==> src/rtl/bus_ctrl_pkg.sv <==
// Shared types for the bus controller slice: op-code encoding, decoder
// state enum and the classified strobe pattern enum.
package bus_ctrl_pkg;

  localparam logic [2:0] OP_NONE   = 3'd0;
  localparam logic [2:0] OP_SWAP   = 3'd1;
  localparam logic [2:0] OP_MOVE   = 3'd2;
  localparam logic [2:0] OP_LOADR1 = 3'd3;
  localparam logic [2:0] OP_LOADR2 = 3'd4;
  localparam logic [2:0] OP_LOADR3 = 3'd5;

  typedef enum logic [1:0] {
    ST_IDLE,
    ST_SW1,
    ST_SW2,
    ST_SW3
  } dec_state_t;

  typedef enum logic [2:0] {
    PAT_IDLE,
    PAT_MV,
    PAT_L1,
    PAT_L2,
    PAT_L3,
    PAT_S1,
    PAT_S3,
    PAT_ILLEGAL
  } bus_pat_t;

endpackage

==> src/rtl/bus_pattern_classify.sv <==
// Purely combinational classifier: maps the seven bus strobes onto a
// pattern enum and flags more than one bus driver in the same cycle.
module bus_pattern_classify
  import bus_ctrl_pkg::*;
(
  input  logic     i_R1out,
  input  logic     i_R2out,
  input  logic     i_R3out,
  input  logic     i_R1in,
  input  logic     i_R2in,
  input  logic     i_R3in,
  input  logic     i_Extern,
  output bus_pat_t o_pattern,
  output logic     o_contention
);

  logic [6:0] w_strobes;
  logic [3:0] w_drivers;

  assign w_strobes = {i_R1out, i_R2out, i_R3out, i_R1in, i_R2in, i_R3in, i_Extern};
  assign w_drivers = {i_R1out, i_R2out, i_R3out, i_Extern};

  // x & (x-1) clears the lowest set bit, so it is nonzero only for 2+ drivers
  assign o_contention = (w_drivers & (w_drivers - 4'd1)) != 4'd0;

  always_comb begin
    o_pattern = PAT_ILLEGAL;
    case (w_strobes)
      7'b000_000_0: o_pattern = PAT_IDLE;
      7'b100_010_0: o_pattern = PAT_MV;
      7'b000_100_1: o_pattern = PAT_L1;
      7'b000_010_1: o_pattern = PAT_L2;
      7'b000_001_1: o_pattern = PAT_L3;
      7'b010_001_0: o_pattern = PAT_S1;
      7'b001_100_0: o_pattern = PAT_S3;
      default:      o_pattern = PAT_ILLEGAL;
    endcase
  end

endmodule

==> src/rtl/bus_op_decoder.sv <==
// Watches the bus control strobes and reports completed register operations
// and protocol errors. Define BUS_OP_DECODER_STATS_EN to add op/err counters.
module bus_op_decoder
  import bus_ctrl_pkg::*;
#(
  parameter int N = 8
) (
  input  logic         Clock,
  input  logic         reset,
  input  logic         R1out,
  input  logic         R2out,
  input  logic         R3out,
  input  logic         R1in,
  input  logic         R2in,
  input  logic         R3in,
  input  logic         Extern,
  input  logic [N-1:0] BusWires,
  output logic         op_valid,
  output logic [2:0]   op_code,
  output logic [N-1:0] op_data,
  output logic         err_contention,
  output logic         err_illegal,
  output logic         err_swap_abort
`ifdef BUS_OP_DECODER_STATS_EN
  ,
  output logic [15:0]  op_count,
  output logic [7:0]   err_count
`endif
);

  dec_state_t     r_state;
  dec_state_t     w_nextState;
  bus_pat_t       w_pattern;
  logic           w_contention;
  logic           w_fresh;
  logic [2:0]     w_opCode;
  logic           w_errIllegal;
  logic           w_errAbort;

  logic           r_opValid;
  logic [2:0]     r_opCode;
  logic [N-1:0]   r_opData;
  logic           r_errContention;
  logic           r_errIllegal;
  logic           r_errAbort;

  bus_pattern_classify u_classify (
    .i_R1out      (R1out),
    .i_R2out      (R2out),
    .i_R3out      (R3out),
    .i_R1in       (R1in),
    .i_R2in       (R2in),
    .i_R3in       (R3in),
    .i_Extern     (Extern),
    .o_pattern    (w_pattern),
    .o_contention (w_contention)
  );

  // The pattern is decoded as if idle unless it continues the swap in progress
  assign w_fresh = (r_state == ST_IDLE) ||
                   (r_state == ST_SW1 && w_pattern != PAT_MV) ||
                   (r_state == ST_SW2 && w_pattern != PAT_S3) ||
                   (r_state == ST_SW3 && w_pattern != PAT_S3);

  always_ff @(posedge Clock) begin
    if (reset) r_state <= ST_IDLE;
    else       r_state <= w_nextState;
  end

  always_comb begin
    w_nextState = ST_IDLE;
    if (w_fresh) begin
      w_nextState = (w_pattern == PAT_S1) ? ST_SW1 : ST_IDLE;
    end else begin
      case (r_state)
        ST_SW1:  w_nextState = ST_SW2;
        ST_SW2:  w_nextState = ST_SW3;
        ST_SW3:  w_nextState = ST_SW3;
        default: w_nextState = ST_IDLE;
      endcase
    end
  end

  always_comb begin
    w_opCode     = OP_NONE;
    w_errIllegal = 1'b0;
    w_errAbort   = w_fresh && (r_state == ST_SW1 || r_state == ST_SW2);
    if (w_fresh) begin
      case (w_pattern)
        PAT_MV:      w_opCode = OP_MOVE;
        PAT_L1:      w_opCode = OP_LOADR1;
        PAT_L2:      w_opCode = OP_LOADR2;
        PAT_L3:      w_opCode = OP_LOADR3;
        PAT_S3:      w_errIllegal = 1'b1;
        PAT_ILLEGAL: w_errIllegal = 1'b1;
        default:     w_opCode = OP_NONE;
      endcase
    end else if (r_state == ST_SW2) begin
      w_opCode = OP_SWAP;
    end
  end

  // op_data only reloads on a completing op, so it holds between ops
  always_ff @(posedge Clock) begin
    if (reset) begin
      r_opValid       <= 1'b0;
      r_opCode        <= OP_NONE;
      r_opData        <= '0;
      r_errContention <= 1'b0;
      r_errIllegal    <= 1'b0;
      r_errAbort      <= 1'b0;
    end else begin
      r_opValid       <= (w_opCode != OP_NONE);
      r_opCode        <= w_opCode;
      if (w_opCode != OP_NONE) r_opData <= BusWires;
      r_errContention <= w_contention;
      r_errIllegal    <= w_errIllegal;
      r_errAbort      <= w_errAbort;
    end
  end

  assign op_valid       = r_opValid;
  assign op_code        = r_opCode;
  assign op_data        = r_opData;
  assign err_contention = r_errContention;
  assign err_illegal    = r_errIllegal;
  assign err_swap_abort = r_errAbort;

`ifdef BUS_OP_DECODER_STATS_EN
  logic [15:0] r_opCount;
  logic [7:0]  r_errCount;

  // Counters follow the registered pulses and stick at all-ones
  always_ff @(posedge Clock) begin
    if (reset) begin
      r_opCount  <= '0;
      r_errCount <= '0;
    end else begin
      if (r_opValid && r_opCount != 16'hFFFF) r_opCount <= r_opCount + 16'd1;
      if ((r_errContention || r_errIllegal || r_errAbort) && r_errCount != 8'hFF)
        r_errCount <= r_errCount + 8'd1;
    end
  end

  assign op_count  = r_opCount;
  assign err_count = r_errCount;
`endif

endmodule

==> config.mk <==
export PLATFORM = sky130hd
export DESIGN_NAME = bus_op_decoder
export DESIGN_NICKNAME = d
export VERILOG_FILES = /design/src/rtl/bus_ctrl_pkg.sv /design/src/rtl/bus_pattern_classify.sv /design/src/rtl/bus_op_decoder.sv
export SDC_FILE = /design/constraint.sdc
export NUM_CORES = 1
export LEC_CHECK = 0
export BUFFER_PORTS_ARGS = -buffer_cell sky130_fd_sc_hd__buf_2
export CAP_MARGIN = 20
export CORE_ASPECT_RATIO = 0.75
export CORE_MARGIN = 3
export CORE_UTILIZATION = 25
export DETAILED_ROUTE_END_ITERATION = 7
export PLACE_DENSITY_LB_ADDON = 0.3
export SYNTH_ARGS = -nofsm -noshare
export SYNTH_HDL_FRONTEND = slang
export SYNTH_SLANG_ARGS = --single-unit
==> constraint.sdc <==
create_clock -name Clock -period 2.3 [get_ports Clock]
set_input_delay 0.345 -clock Clock [delete_from_list [all_inputs] [get_ports Clock]]
set_output_delay 0.345 -clock Clock [all_outputs]
set_load 0.02 [all_outputs]
==> metrics.txt <==
# TYPE chip_impl_metric gauge
chip_impl_metric{name="transition_time_at_the_pin_with_the_least_slew_margin",unit="ps"} 464
chip_impl_metric{name="maximum_vdd_drop",unit="V"} 0.000191
chip_impl_metric{name="die_height",unit="µm"} 60.3
chip_impl_metric{name="n_antenna_cell",unit=""} 0
chip_impl_metric{name="io-pin-count",unit=""} 32
chip_impl_metric{name="required",unit="ps"} 2480
chip_impl_metric{name="dr_pass1_iterations",unit=""} 4
chip_impl_metric{name="area_delta_synth_final",unit="%"} 22.7
chip_impl_metric{name="achievable-frequency",unit="GHz"} 0.501
chip_impl_metric{name="grt_pass1_wl",unit="µm"} 4060
chip_impl_metric{name="number_of_global_route_vias_before_repair",unit=""} 876
chip_impl_metric{name="place.port_buffers",unit=""} 31
chip_impl_metric{name="total_length_of_routed_wires",unit="µm"} 2410
chip_impl_metric{name="cts_buffers",unit=""} 3
chip_impl_metric{name="grt_antenna_before_repair",unit=""} 0
chip_impl_metric{name="fillerInstances",unit=""} 416
chip_impl_metric{name="finalWeightedCongestion",unit=""} 0.754
chip_impl_metric{name="sequential_to_total_area_share_from_yosys_stat",unit=""} 0.346
chip_impl_metric{name="design.die.area",unit="µm²"} 4720
chip_impl_metric{name="mappedNetlistNets",unit=""} 131
chip_impl_metric{name="worstSkewPairLatency",unit="ps"} 250
chip_impl_info{name="yosys_most_used_dff",value="sky130_fd_sc_hd__dfxtp_1"} 1
chip_impl_info{name="status",value="completed"} 1
chip_impl_metric{name="synthesis.area",unit="µm²"} 982
chip_impl_metric{name="post_synth_num_cell_types",unit=""} 34
chip_impl_metric{name="p_leak",unit="nW"} 0.465
chip_impl_metric{name="max_cap_violations",unit=""} 0
chip_impl_metric{name="power-per-cell-area",unit="nW/µm²"} 495
chip_impl_metric{name="setup-violations-final",unit=""} 0
chip_impl_metric{name="fin_tns_setup",unit="ps"} 0
chip_impl_metric{name="maximum_number_of_pins_on_one_net_before_global_route_repair",unit=""} 15
chip_impl_info{name="min-delay-path-class",value="in2reg"} 1
chip_impl_metric{name="floorplan.rows",unit=""} 19
chip_impl_metric{name="ant_nets",unit=""} 0
chip_impl_metric{name="report.final.hold_viol_count",unit=""} 0
chip_impl_metric{name="effective_utilization_at_floorplan",unit=""} 0.265
chip_impl_metric{name="timing.final.crit_share",unit=""} 0.867
chip_impl_metric{name="data_arrival_time_of_the_worst_path",unit="ps"} 2170
chip_impl_metric{name="htreeDepth",unit=""} 1
chip_impl_metric{name="timing.slew.headroom",unit=""} 0.689
chip_impl_metric{name="drc",unit=""} 0
chip_impl_metric{name="core_region_area",unit="µm²"} 3710
chip_impl_metric{name="syn_area_per_cell",unit="µm²"} 9.01
chip_impl_info{name="critical_path.slowest_cell",value="sky130_fd_sc_hd__o211ai_2"} 1
chip_impl_metric{name="nNetsFinal",unit=""} 161
chip_impl_metric{name="synthesized_flop_and_latch_total",unit=""} 17
chip_impl_metric{name="ctsResizeCount",unit=""} 0
chip_impl_info{name="type_of_the_setup_path_with_the_least_slack",value="reg2reg"} 1
chip_impl_metric{name="hold-worst-slack",unit="ps"} 345
chip_impl_metric{name="cts_hold_buf",unit=""} 0
chip_impl_info{name="clock-root-buffer",value="sky130_fd_sc_hd__clkbuf_8"} 1
chip_impl_metric{name="synth_edf_count",unit=""} 0
chip_impl_metric{name="fp.dieW",unit="µm"} 78.4
chip_impl_info{name="critical_path.most_common_cell",value="sky130_fd_sc_hd__a31oi_1"} 1
chip_impl_metric{name="gr-total-overflow",unit=""} 0
chip_impl_info{name="rsz0062_at_grt",value="false"} 1
chip_impl_metric{name="clock_slew_at_the_register_clock_pins_of_the_worst_setup_and_hold_paths",unit="ps"} 70
chip_impl_metric{name="hpwlAfterDp",unit="µm"} 1860
chip_impl_metric{name="post_cts.repair.setup_buffers",unit=""} 0
chip_impl_metric{name="worst-path-max-fanout",unit=""} 9
chip_impl_metric{name="share_of_final_layout_standard_cells_stronger_than_drive_strength_1",unit=""} 0.304
chip_impl_info{name="cts_tree",value="done"} 1
chip_impl_metric{name="synth_cells",unit=""} 109
chip_impl_info{name="startpoint_type",value="flip-flop"} 1
chip_impl_metric{name="ys_warn_count",unit=""} 0
chip_impl_metric{name="timing.critical_path.slowest_cell_delay",unit="ps"} 420
chip_impl_metric{name="globalRouteTotalUtil",unit=""} 0.110
chip_impl_metric{name="drt-vias-per-instance",unit=""} 4.82
chip_impl_metric{name="clock_skew",unit="ps"} 1.37
chip_impl_metric{name="postSynth.asyncResetShare",unit=""} 0
chip_impl_metric{name="drt-wirelength-per-cell",unit="µm"} 12.7
chip_impl_metric{name="cts.sinks",unit=""} 17
chip_impl_metric{name="ff2ff_setup_slack",unit="ps"} 310
chip_impl_metric{name="report.power.total",unit="W"} 0.000597
chip_impl_metric{name="timing.final.max_slew_violations",unit=""} 0
chip_impl_metric{name="layout_setup_ws",unit="ps"} 305
chip_impl_metric{name="drt_iter0_drc",unit=""} 42
chip_impl_metric{name="max-clock-path-buffers",unit=""} 2
chip_impl_info{name="cp_cell_sequence",value="inv_1 -> ha_1 -> nor4b_2 -> a31oi_1 -> o211ai_2 -> nand3_1 -> a31oi_1"} 1
chip_impl_info{name="critPathCaptureType",value="flip-flop"} 1
chip_impl_metric{name="minimum_clock_period",unit="ps"} 1990
chip_impl_metric{name="place_ws",unit="ps"} 298
chip_impl_metric{name="route.vias.total",unit=""} 916
[placed cells by master, fill, tap and decap left out, drive strengths merged, types with 2 or more instances in the layout]
cell / instances
buf: 32
dfxtp: 17
a31oi: 9
nand3b: 9
o211ai: 9
nand3: 8
a21oi: 6
nor2: 5
nand2: 5
ha: 5
inv: 4
nor3: 4
clkbuf: 3
o21ai: 3
xnor2: 2
xor2: 2
or2: 2
[cell families (layout without fill, tap and decap cells)]
| family | count (synthesis) | in the layout | share of synthesized area |
|---|---|---|---|
| flip-flops | 17 | 17 | 0.347 |
| AO/OA/AOI/OAI | 32 | 32 | 0.233 |
| adder cells (fa/ha/maj) | 5 | 5 | 0.0637 |
| XOR/XNOR | 4 | 4 | 0.0357 |
| AND/OR/NAND/NOR | 40 | 40 | 0.254 |
| buffers and inverters | 11 | 40 | 0.0675 |
[stage by stage]
step           cells  utilization  area, µm²
3_5_place_dp     186        0.312       1160
4_1_cts          190        0.325       1200
6_report         190        0.325       1200
2_1_floorplan    109            -        982
5_1_grt          190        0.325       1200
3_3_place_gp     186        0.312       1160
[cell usage after synthesis, types with 2 or more instances]
library cell / instances / area share
sky130_fd_sc_hd__a21oi_1: 5 / 0.025
sky130_fd_sc_hd__a31oi_1: 9 / 0.057
sky130_fd_sc_hd__buf_2: 2 / 0.010
sky130_fd_sc_hd__buf_6: 3 / 0.034
sky130_fd_sc_hd__clkbuf_1: 2 / 0.0076
sky130_fd_sc_hd__dfxtp_1: 17 / 0.35
sky130_fd_sc_hd__ha_1: 5 / 0.064
sky130_fd_sc_hd__inv_1: 4 / 0.015
sky130_fd_sc_hd__nand2_1: 5 / 0.019
sky130_fd_sc_hd__nand3_1: 8 / 0.041
sky130_fd_sc_hd__nand3b_1: 9 / 0.069
sky130_fd_sc_hd__nor2_1: 5 / 0.019
sky130_fd_sc_hd__nor3_1: 4 / 0.020
sky130_fd_sc_hd__o211ai_1: 8 / 0.061
sky130_fd_sc_hd__o21ai_0: 2 / 0.010
sky130_fd_sc_hd__xnor2_1: 2 / 0.018
sky130_fd_sc_hd__xor2_1: 2 / 0.018
[cell type report]
type / count / area, µm² / area share
Timing Repair Buffer: 32 / 163 / 0.135
Sequential cell: 17 / 340 / 0.282
Multi-Input combinational cell: 81 / 576 / 0.478
Clock buffer: 3 / 41.3 / 0.0343
Clock inverter: 1 / 5.00 / 0.00415
Tap cell: 52 / 65.1 / 0.0540
Inverter: 4 / 15.0 / 0.0125
[path summary, 6_finish.rpt]
| kind | start | end | cells past startpoint |
|---|---|---|---|
| max | r_state[0] | op_data[2] | 7 |
| min | R1in | op_code[2] | 2 |
| max reg2reg | r_state[0] | op_data[2] | 7 |
| min reg2reg | op_data[0] | op_data[0] | 2 |
[critical path, delay by kind of cell, from the launching register on]
kind / cells / cell delay, ps
AO/OA/AOI/OAI: 3 / 830
flip-flops: 1 / 360
AND/OR/NAND/NOR: 2 / 420
buffers and inverters: 1 / 90
adder cells (fa/ha/maj): 1 / 230
[where the power goes]
part           internal, W  total [W]  leakage (nW)  switching (W)
Sequential        0.000300   0.000302         0.138     0.00000172
Combinational    0.0000274  0.0000704         0.302      0.0000429
Clock             0.000120   0.000225        0.0255       0.000105
Total             0.000447   0.000597         0.465       0.000149
[registers in the layout (all words and copies together), names as in the netlist]
name            cells
err_contention      1
err_illegal         1
err_swap_abort      1
op_valid            1
r_state             2
op_data             8
op_code             3
[metal layers]
layer | wire length [µm] | part of all wire | GRT usage | vias to the layer above
li1 | - | - | - | 464
met1 | 1090 | 0.45 | 0.141 | 428
met2 | 1140 | 0.47 | 0.178 | 22
met3 | 164 | 0.068 | 0.0482 | 2
met4 | 13 | 0.0054 | 0.0125 | 0
met5 | 0 | 0 | 0 | -
No activity file was read; power rests on OpenSTA's default activity.
